### config.mk
export PLATFORM = sky130hd
export DESIGN_NAME = csa_resolver_flat
export DESIGN_NICKNAME = d
export VERILOG_FILES = /design/src/rtl/csa_resolver_if.sv /design/src/rtl/csa_resolver.sv /design/src/flat_wrapper.sv
export SDC_FILE = /design/constraint.sdc
export NUM_CORES = 1
export LEC_CHECK = 0
export BUFFER_PORTS_ARGS = -buffer_cell sky130_fd_sc_hd__buf_4
export CELL_PAD_IN_SITES_DETAIL_PLACEMENT = 1
export CELL_PAD_IN_SITES_GLOBAL_PLACEMENT = 2
export CORE_MARGIN = 10
export CORE_UTILIZATION = 35
export CTS_BUF_LIST = sky130_fd_sc_hd__clkbuf_4
export DETAILED_ROUTE_END_ITERATION = 8
export PLACE_DENSITY_LB_ADDON = 0.1
export SYNTH_ARGS = -nofsm -noshare
export SYNTH_HDL_FRONTEND = slang
export SYNTH_SLANG_ARGS = --single-unit
### constraint.sdc
create_clock -name clk -period 6.7 [get_ports clk]
set_input_delay 0.67 -clock clk [delete_from_list [all_inputs] [get_ports clk]]
set_output_delay 0.67 -clock clk [all_outputs]
set_load 0.01 [all_outputs]
### src/rtl/csa_resolver_if.sv
// Handshake bundle between a carry-save producer, the resolver and its consumer.
// The slave modport is the resolver's view; master is the view of the logic driving it.
interface csa_resolver_if #(
  parameter int MAX = 32
);
  logic           in_valid;
  logic           in_ready;
  logic [MAX-1:0] in_s;
  logic [MAX-1:0] in_c;
  logic           out_valid;
  logic           out_ready;
  logic [MAX-1:0] out_sum;
  logic           out_cout;
  logic           busy;

  modport slave (
    input  in_valid, in_s, in_c, out_ready,
    output in_ready, out_valid, out_sum, out_cout, busy
  );

  modport master (
    output in_valid, in_s, in_c, out_ready,
    input  in_ready, out_valid, out_sum, out_cout, busy
  );
endinterface

### src/rtl/csa_resolver.sv
// Resolves a carry-save pair into a binary sum, CHUNK bits per cycle; latency MAX/CHUNK after accept.
// Single-entry: in_ready is low from accept until the result is taken; result holds while out_ready is low.
module csa_resolver #(
  parameter int MAX   = 32,
  parameter int CHUNK = 8
) (
  input  logic         clk,
  input  logic         reset,
  csa_resolver_if.slave bus
);
  localparam int NCHUNK = MAX / CHUNK;
  localparam int IDXW   = (NCHUNK > 1) ? $clog2(NCHUNK) : 1;

  if ((MAX % CHUNK) != 0) begin : g_bad_chunk
    $error("csa_resolver: CHUNK must divide MAX exactly");
  end

  typedef enum logic [1:0] {
    IDLE = 2'd0,
    ADD  = 2'd1,
    DONE = 2'd2
  } state_e;

  state_e           state_q, state_d;
  logic [IDXW-1:0]  idx_q, idx_d;
  logic [MAX-1:0]   s_q, s_d;
  logic [MAX-1:0]   c_q, c_d;
  logic             carry_q, carry_d;
  logic [MAX-1:0]   sum_q, sum_d;
  logic             cout_q, cout_d;

  logic [31:0]      base;
  logic [CHUNK:0]   chunk_sum;

  // One ripple slice per cycle keeps the carry path to CHUNK bits.
  assign base      = 32'(idx_q) * 32'(CHUNK);
  assign chunk_sum = {1'b0, s_q[base +: CHUNK]} + {1'b0, c_q[base +: CHUNK]}
                   + (CHUNK+1)'(carry_q);

  always_ff @(posedge clk) begin
    if (!reset) begin
      state_q <= IDLE;
      idx_q   <= '0;
      s_q     <= '0;
      c_q     <= '0;
      carry_q <= 1'b0;
      sum_q   <= '0;
      cout_q  <= 1'b0;
    end else begin
      state_q <= state_d;
      idx_q   <= idx_d;
      s_q     <= s_d;
      c_q     <= c_d;
      carry_q <= carry_d;
      sum_q   <= sum_d;
      cout_q  <= cout_d;
    end
  end

  always_comb begin
    state_d = state_q;
    idx_d   = idx_q;
    s_d     = s_q;
    c_d     = c_q;
    carry_d = carry_q;
    sum_d   = sum_q;
    cout_d  = cout_q;
    unique case (state_q)
      IDLE: begin
        if (bus.in_valid) begin
          s_d     = bus.in_s;
          c_d     = bus.in_c;
          carry_d = 1'b0;
          idx_d   = '0;
          state_d = ADD;
        end
      end
      ADD: begin
        sum_d[base +: CHUNK] = chunk_sum[CHUNK-1:0];
        carry_d              = chunk_sum[CHUNK];
        idx_d                = idx_q + 1'b1;
        if (idx_q == IDXW'(NCHUNK-1)) begin
          cout_d  = chunk_sum[CHUNK];
          idx_d   = '0;
          state_d = DONE;
        end
      end
      DONE: begin
        if (bus.out_ready) state_d = IDLE;
      end
      default: state_d = IDLE;
    endcase
  end

  assign bus.in_ready  = (state_q == IDLE);
  assign bus.out_valid = (state_q == DONE);
  assign bus.busy      = (state_q == ADD) || (state_q == DONE);
  assign bus.out_sum   = sum_q;
  assign bus.out_cout  = cout_q;
endmodule

### src/flat_wrapper.sv
// flat-port wrapper written by rule: the top's interface ports become plain ports
module csa_resolver_flat 
#(
  parameter int MAX   = 32,
  parameter int CHUNK = 8
)
  (clk, reset, bus_in_valid, bus_in_s, bus_in_c, bus_out_ready, bus_in_ready, bus_out_valid, bus_out_sum, bus_out_cout, bus_busy);
  csa_resolver_if #(.MAX(MAX)) bus_i ();
  input  logic clk;
  input  logic reset;
  input wire logic [$bits(bus_i.in_valid)-1:0] bus_in_valid;
  input wire logic [$bits(bus_i.in_s)-1:0] bus_in_s;
  input wire logic [$bits(bus_i.in_c)-1:0] bus_in_c;
  input wire logic [$bits(bus_i.out_ready)-1:0] bus_out_ready;
  output wire logic [$bits(bus_i.in_ready)-1:0] bus_in_ready;
  output wire logic [$bits(bus_i.out_valid)-1:0] bus_out_valid;
  output wire logic [$bits(bus_i.out_sum)-1:0] bus_out_sum;
  output wire logic [$bits(bus_i.out_cout)-1:0] bus_out_cout;
  output wire logic [$bits(bus_i.busy)-1:0] bus_busy;
  assign bus_i.in_valid = bus_in_valid;
  assign bus_i.in_s = bus_in_s;
  assign bus_i.in_c = bus_in_c;
  assign bus_i.out_ready = bus_out_ready;
  assign bus_in_ready = bus_i.in_ready;
  assign bus_out_valid = bus_i.out_valid;
  assign bus_out_sum = bus_i.out_sum;
  assign bus_out_cout = bus_i.out_cout;
  assign bus_busy = bus_i.busy;
  csa_resolver #(.MAX(MAX), .CHUNK(CHUNK)) u_core (.clk(clk), .reset(reset), .bus(bus_i));
endmodule
; After elaboration in Yosys (flattened, before gate mapping)
; Cells that the tools add are included.
[totals]
register_bits = 102
inputBits = 68
output_inout_bits = 36
wordCells = 38
[classes]
add_sub_neg = 4
eq_ne = 6
shifts = 4
mux = 10
reduce_logical = 7
[op_table]
columns = op, count
row1 = $shiftx A32 B6 Y8, 2
row2 = $neg A5 Y34, 1
row3 = $shift A8 B34 Y32 const A, 1
row4 = $shiftx A8 B34 Y32, 1
row5 = $bwmux W32, 1
row6 = $mux W2, 5
row7 = $add A8 B8 Y9, 1
row8 = $add A9 B1 Y9, 1
row9 = $pmux W2 S3, 1
row10 = $reduce_and A2 Y1, 3
row11 = $eq A2 B2 Y1 const B, 2
row12 = $ne A2 B2 Y1 const B, 2
row13 = $pmux W2 S2, 1
row14 = $reduce_and A3 Y1, 1
row15 = $add A2 B1 Y2 const B, 1
row16 = $eq A2 B1 Y1 const B, 1
row17 = $logic_not A2 Y1, 1
row18 = $ne A2 B1 Y1 const B, 1
row19 = $pmux W1 S2, 1
row20 = $reduce_bool A2 Y1, 1
row21 = $logic_or A1 B1 Y1, 1
row22 = $mux W1, 1

; Logic depth before layout (Yosys ltp)
[depth]
ltp_word = 5
ltp_mapped = 11
ltp_nobuf = 9

; Worst setup path before layout
; Ideal clock, no wire load.
[synth_path]
kind = reg-to-reg
start = reg u_core.idx_q[0]
end = reg u_core.sum_q[6], in the netlist u_core.bus.out_sum[6]
setup_ns = 0.129
arrival_ns = 2.646
required_time_ns = 6.571
slack_ns = 3.925
stages_incl_launch_ff = 12
path_buffers = 2
period_less_slack_ns = 2.775
cell_sequence = dfxtp_1 > buf_6 > buf_4 > mux4_2 > fa_1 > inv_1 > fa_1 > nor2b_1 > o2111ai_1 > nand3_1 > xnor2_1 > o21ai_0
[synth_via]
elab_chain_cells = 5
word_cells_on_any_way = 8
cone_classes = add/sub (3) / shift (4) / mux (1)
[synth_lines]
columns = element, line_no
row1 = "start, declared", csa_resolver.sv:25  ; logic [IDXW-1:0] idx_q, idx_d;
row2 = "start signal, assigned", csa_resolver.sv:51  ; idx_q <= idx_d;
row3 = $shiftx A32 B6 Y8, csa_resolver.sv:37  ; assign chunk_sum = {1'b0, s_q[base +: CHUNK]} + {1'b0, c_q[base +: CHUNK]}
row4 = $add A8 B8 Y9, csa_resolver.sv:37
row5 = $add A9 B1 Y9, csa_resolver.sv:38  ; + (CHUNK+1)'(carry_q);
row6 = $shiftx A8 B34 Y32, csa_resolver.sv:79  ; sum_d[base +: CHUNK] = chunk_sum[CHUNK-1:0];
row7 = $bwmux W32 (*), csa_resolver.sv:79
row8 = "end signal, assigned", csa_resolver.sv:55  ; sum_q <= sum_d;
row9 = "end, declared", csa_resolver.sv:29  ; logic [MAX-1:0] sum_q, sum_d;
; Every way passes the cells marked *; elsewhere a longest branch is shown, timed or not.
; A chain may end at the register's enable or synchronous reset.

; Worst setup path in the final report
[layout_path]
start = reg u_core.idx_q[0]
end = reg u_core.sum_q[7], in the netlist u_core.bus.out_sum[7]
; Same word-level chain as after synthesis.

==> run_results.csv <==
group,metric,value,unit
outcome,outcome,"finished clean",
place,place_congestion,0.744,
setup_path,cp.arrival,3580,ps
setup_path,cp_max_fo,14,
timing,worst_pin_slew,1210,ps
logic_synthesis,yosysUniqueCellTypes,41,
drt,via_count,3775,
logic_synthesis,syn_nets,584,
clock_tree,clock_sinks,102,
clock_tree,postCtsSetupRepairBufs,0,
timing,fmax,308,MHz
setup_path,worstPathRequired,7030,ps
die,core_area,0.0121,mm^2
run,maxCapViolations,0,
logic_synthesis,yosysWarnings,0,
clock_tree,clkTransAtPathRegs,150,ps
timing,hold_slack,449,ps
timing,final.setup.tns,0,ps
timing,rsz0062_at_grt,"false",
clock_tree,cts_root_buf,"clkbuf_4",
layout,drive_above_1_share,24.7,%
logic_synthesis,syn_area,0.00436,mm^2
setup_path,start_kind,"flop",
timing,finClkSkew,19.8,ps
timing,period_minus_slack,3250,ps
place,dpl-instance-area,0.00523,mm^2
drt,drt_wl_total,12.9,mm
pwr,leakage,2.17,nW
place,io_buffers,103,
timing,min_period_over_period,48.5,%
clock_tree,cts.hold.buffers_added,0,
timing,finalSetupViolations,0,
global_route,grt-ovfl-total,0,
layout,area_delta_synth_final,23.3,%
die,dieArea,0.0173,mm^2
logic_synthesis,synthTopCellsByArea,"dfxtp_1, nand2_1, a21oi_1",
logic_synthesis,yosys.area.top_type_share,46.8,%
global_route,grt_pass1_wl,21.1,mm
drt,drt-pass1-iter-count,4,
drt,drt_iter0_markers,202,
clock_tree,clkLatencyLatePin,450,ps
drt,via_per_inst,4.97,
clock_tree,clock_path_buffers,2,
global_route,antenna_found_initial,1,
logic_synthesis,syn_inst,498,
global_route,grt_usage,14.7,%
die,start_util,36.0,%
logic_synthesis,ys_seq_area_share,46.8,%
global_route,grt_max_degree,70,
min_path,hold_path.class,"input pin to flop",
pwr,peakVddDrop,0.000100,V
timing,hold_viol_final,0,
drt,routedWlPerCell,16.9,um
setup_path,crit_path_end_kind,"flop",
logic_synthesis,synth.ff_latch_count,102,
setup_path,crit_type,"flop to flop",
global_route,grt_pass1_vias,4093,
clock_tree,post_cts_resized,0,
place,dp.final_hpwl,9.80,mm
die,die_w,132,um
timing,relSlewSlack,19.1,%
drt,post-route-drc-count,0,
pwr,powerDensity,241,mW/mm^2
clock_tree,cts_buffers,9,
timing,maxSlewViolCount,0,
layout,final_cell_area,0.00538,mm^2
clock_tree,cts_tree,"done",
drt,final_antenna_net_count,0,
logic_synthesis,syn_area_per_cell,8.76,um^2
layout,finalNetCount,672,
die,rows,40,
logic_synthesis,yosys.area.top_type,"dfxtp_1",
die,ioPinCount,104,
die,die_h,132,um
clock_tree,htreeDepth,3,
[routing by layer]
metal  share of wire [%]  track usage (%)
met1                  45             17.3
met2                  51             25.9
met3                 3.9             4.23
met4                0.41             3.15
met5                   0                0
[cells by family (layout without fill, tap and decap cells)]
group / count (synthesis) / after routing / share of synthesized area (%)
simple gates: 191 / 191 / 18.1
compound gates: 125 / 125 / 16.0
flops: 102 / 102 / 46.8
buf+inv: 40 / 133 / 4.07
fa+ha+maj: 18 / 18 / 5.51
mux: 17 / 17 / 8.49
xor+xnor: 5 / 5 / 1.00
other cells: 0 / 1 / 0
[synthesized netlist by cell type]
master and number:
nand2_1 159, dfxtp_1 102, a21oi_1 74, nor2_1 18, ha_1 16, mux4_2 16
a22oi_1 13, o21ai_0 13, buf_2 11, inv_1 11, o21ai_1 11, buf_1 9
clkbuf_1 6, xnor2_1 4, a21o_1 3, fa_1 2, nand2_2 2, nand3_1 2
nor2b_1 2, nor3_2 2, o2111ai_1 2, a211oi_1 1, a2bb2oi_1 1, a311oi_1 1
a31oi_1 1, and2_1 1, buf_4 1, buf_6 1, inv_4 1, mux2i_1 1
nand2b_1 1, nand4_1 1, nor3_1 1, nor4_4 1, nor4b_4 1, o211ai_1 1
o21bai_1 1, o22ai_1 1, o311ai_1 1, o41ai_1 1, xor2_1 1
[cell usage in the layout, fill, tap and decap left out, drive strengths merged, types with 2 or more instances in the layout]
master,instances
nand2,161
buf,105
dfxtp,102
a21oi,74
o21ai,24
nor2,18
mux4,16
ha,16
a22oi,13
inv,13
clkbuf,11
xnor2,4
a21o,3
nor3,3
nor2b,2
nand3,2
o2111ai,2
fa,2
clkinvlp,2
[through the flow]
step,setup WS [ps],std cells,total power [mW],util (%)
floorplan,3930,498,0.883,-
global placement,3450,743,0.981,43.2
detailed placement,3400,743,0.992,43.2
CTS,3380,759,1.32,44.4
global route,3050,760,1.38,44.4
finish,3450,760,1.30,44.4
[worst max-delay path, stage by stage (launching register included)]
cell and delay (ps):
dfxtp_1 650, buf_4 350, mux4_2 550, fa_1 440
a211oi_1 240, o21ai_1 170, o311ai_1 540, o21ai_0 170
[path summary, 6_finish.rpt]
| path | from | end | slack, ps | depth (start not counted) |
|---|---|---|---|---|
| hold / removal | bus_in_s[14] | u_core.s_q[14]$_SDFFE_PN0P_ | 450 | 3 |
| setup / recovery | u_core.idx_q[0]$_SDFFE_PN0P_ | u_core.bus.out_sum[7]$_SDFFE_PN0P_ | 3450 | 7 |
| setup reg to reg | u_core.idx_q[0]$_SDFFE_PN0P_ | u_core.bus.out_sum[7]$_SDFFE_PN0P_ | 3450 | 7 |
| hold reg to reg | u_core.bus.out_sum[15]$_SDFFE_PN0P_ | u_core.bus.out_sum[15]$_SDFFE_PN0P_ | 460 | 2 |
[power by group]
part	internal (mW)	leakage [nW]	switching, mW
Combinational	0.118	1.26	0.177
Sequential	0.650	0.832	0.0287
Clock	0.123	0.0711	0.201
[sequential cells by signal (all words and copies together) (netlist names)]
name and flops:
u_core.carry_q 1, u_core.c_q 32, u_core.idx_q 2, u_core.bus.out_sum 32, u_core.state_q 2, u_core.bus.out_cout 1
u_core.s_q 32
[area by class of cell]
type / instances / area (um^2)
repair buffers: 105 / 788
clock buffers: 11 / 82.6
flip-flops and latches: 102 / 2040
inverters: 12 / 47.5
diodes: 1 / 2.50
clock inverters: 5 / 57.6
multi-input cells: 356 / 2140
fillers: 1490 / 6740
well taps: 168 / 210
(Power assumes the default switching activity.)
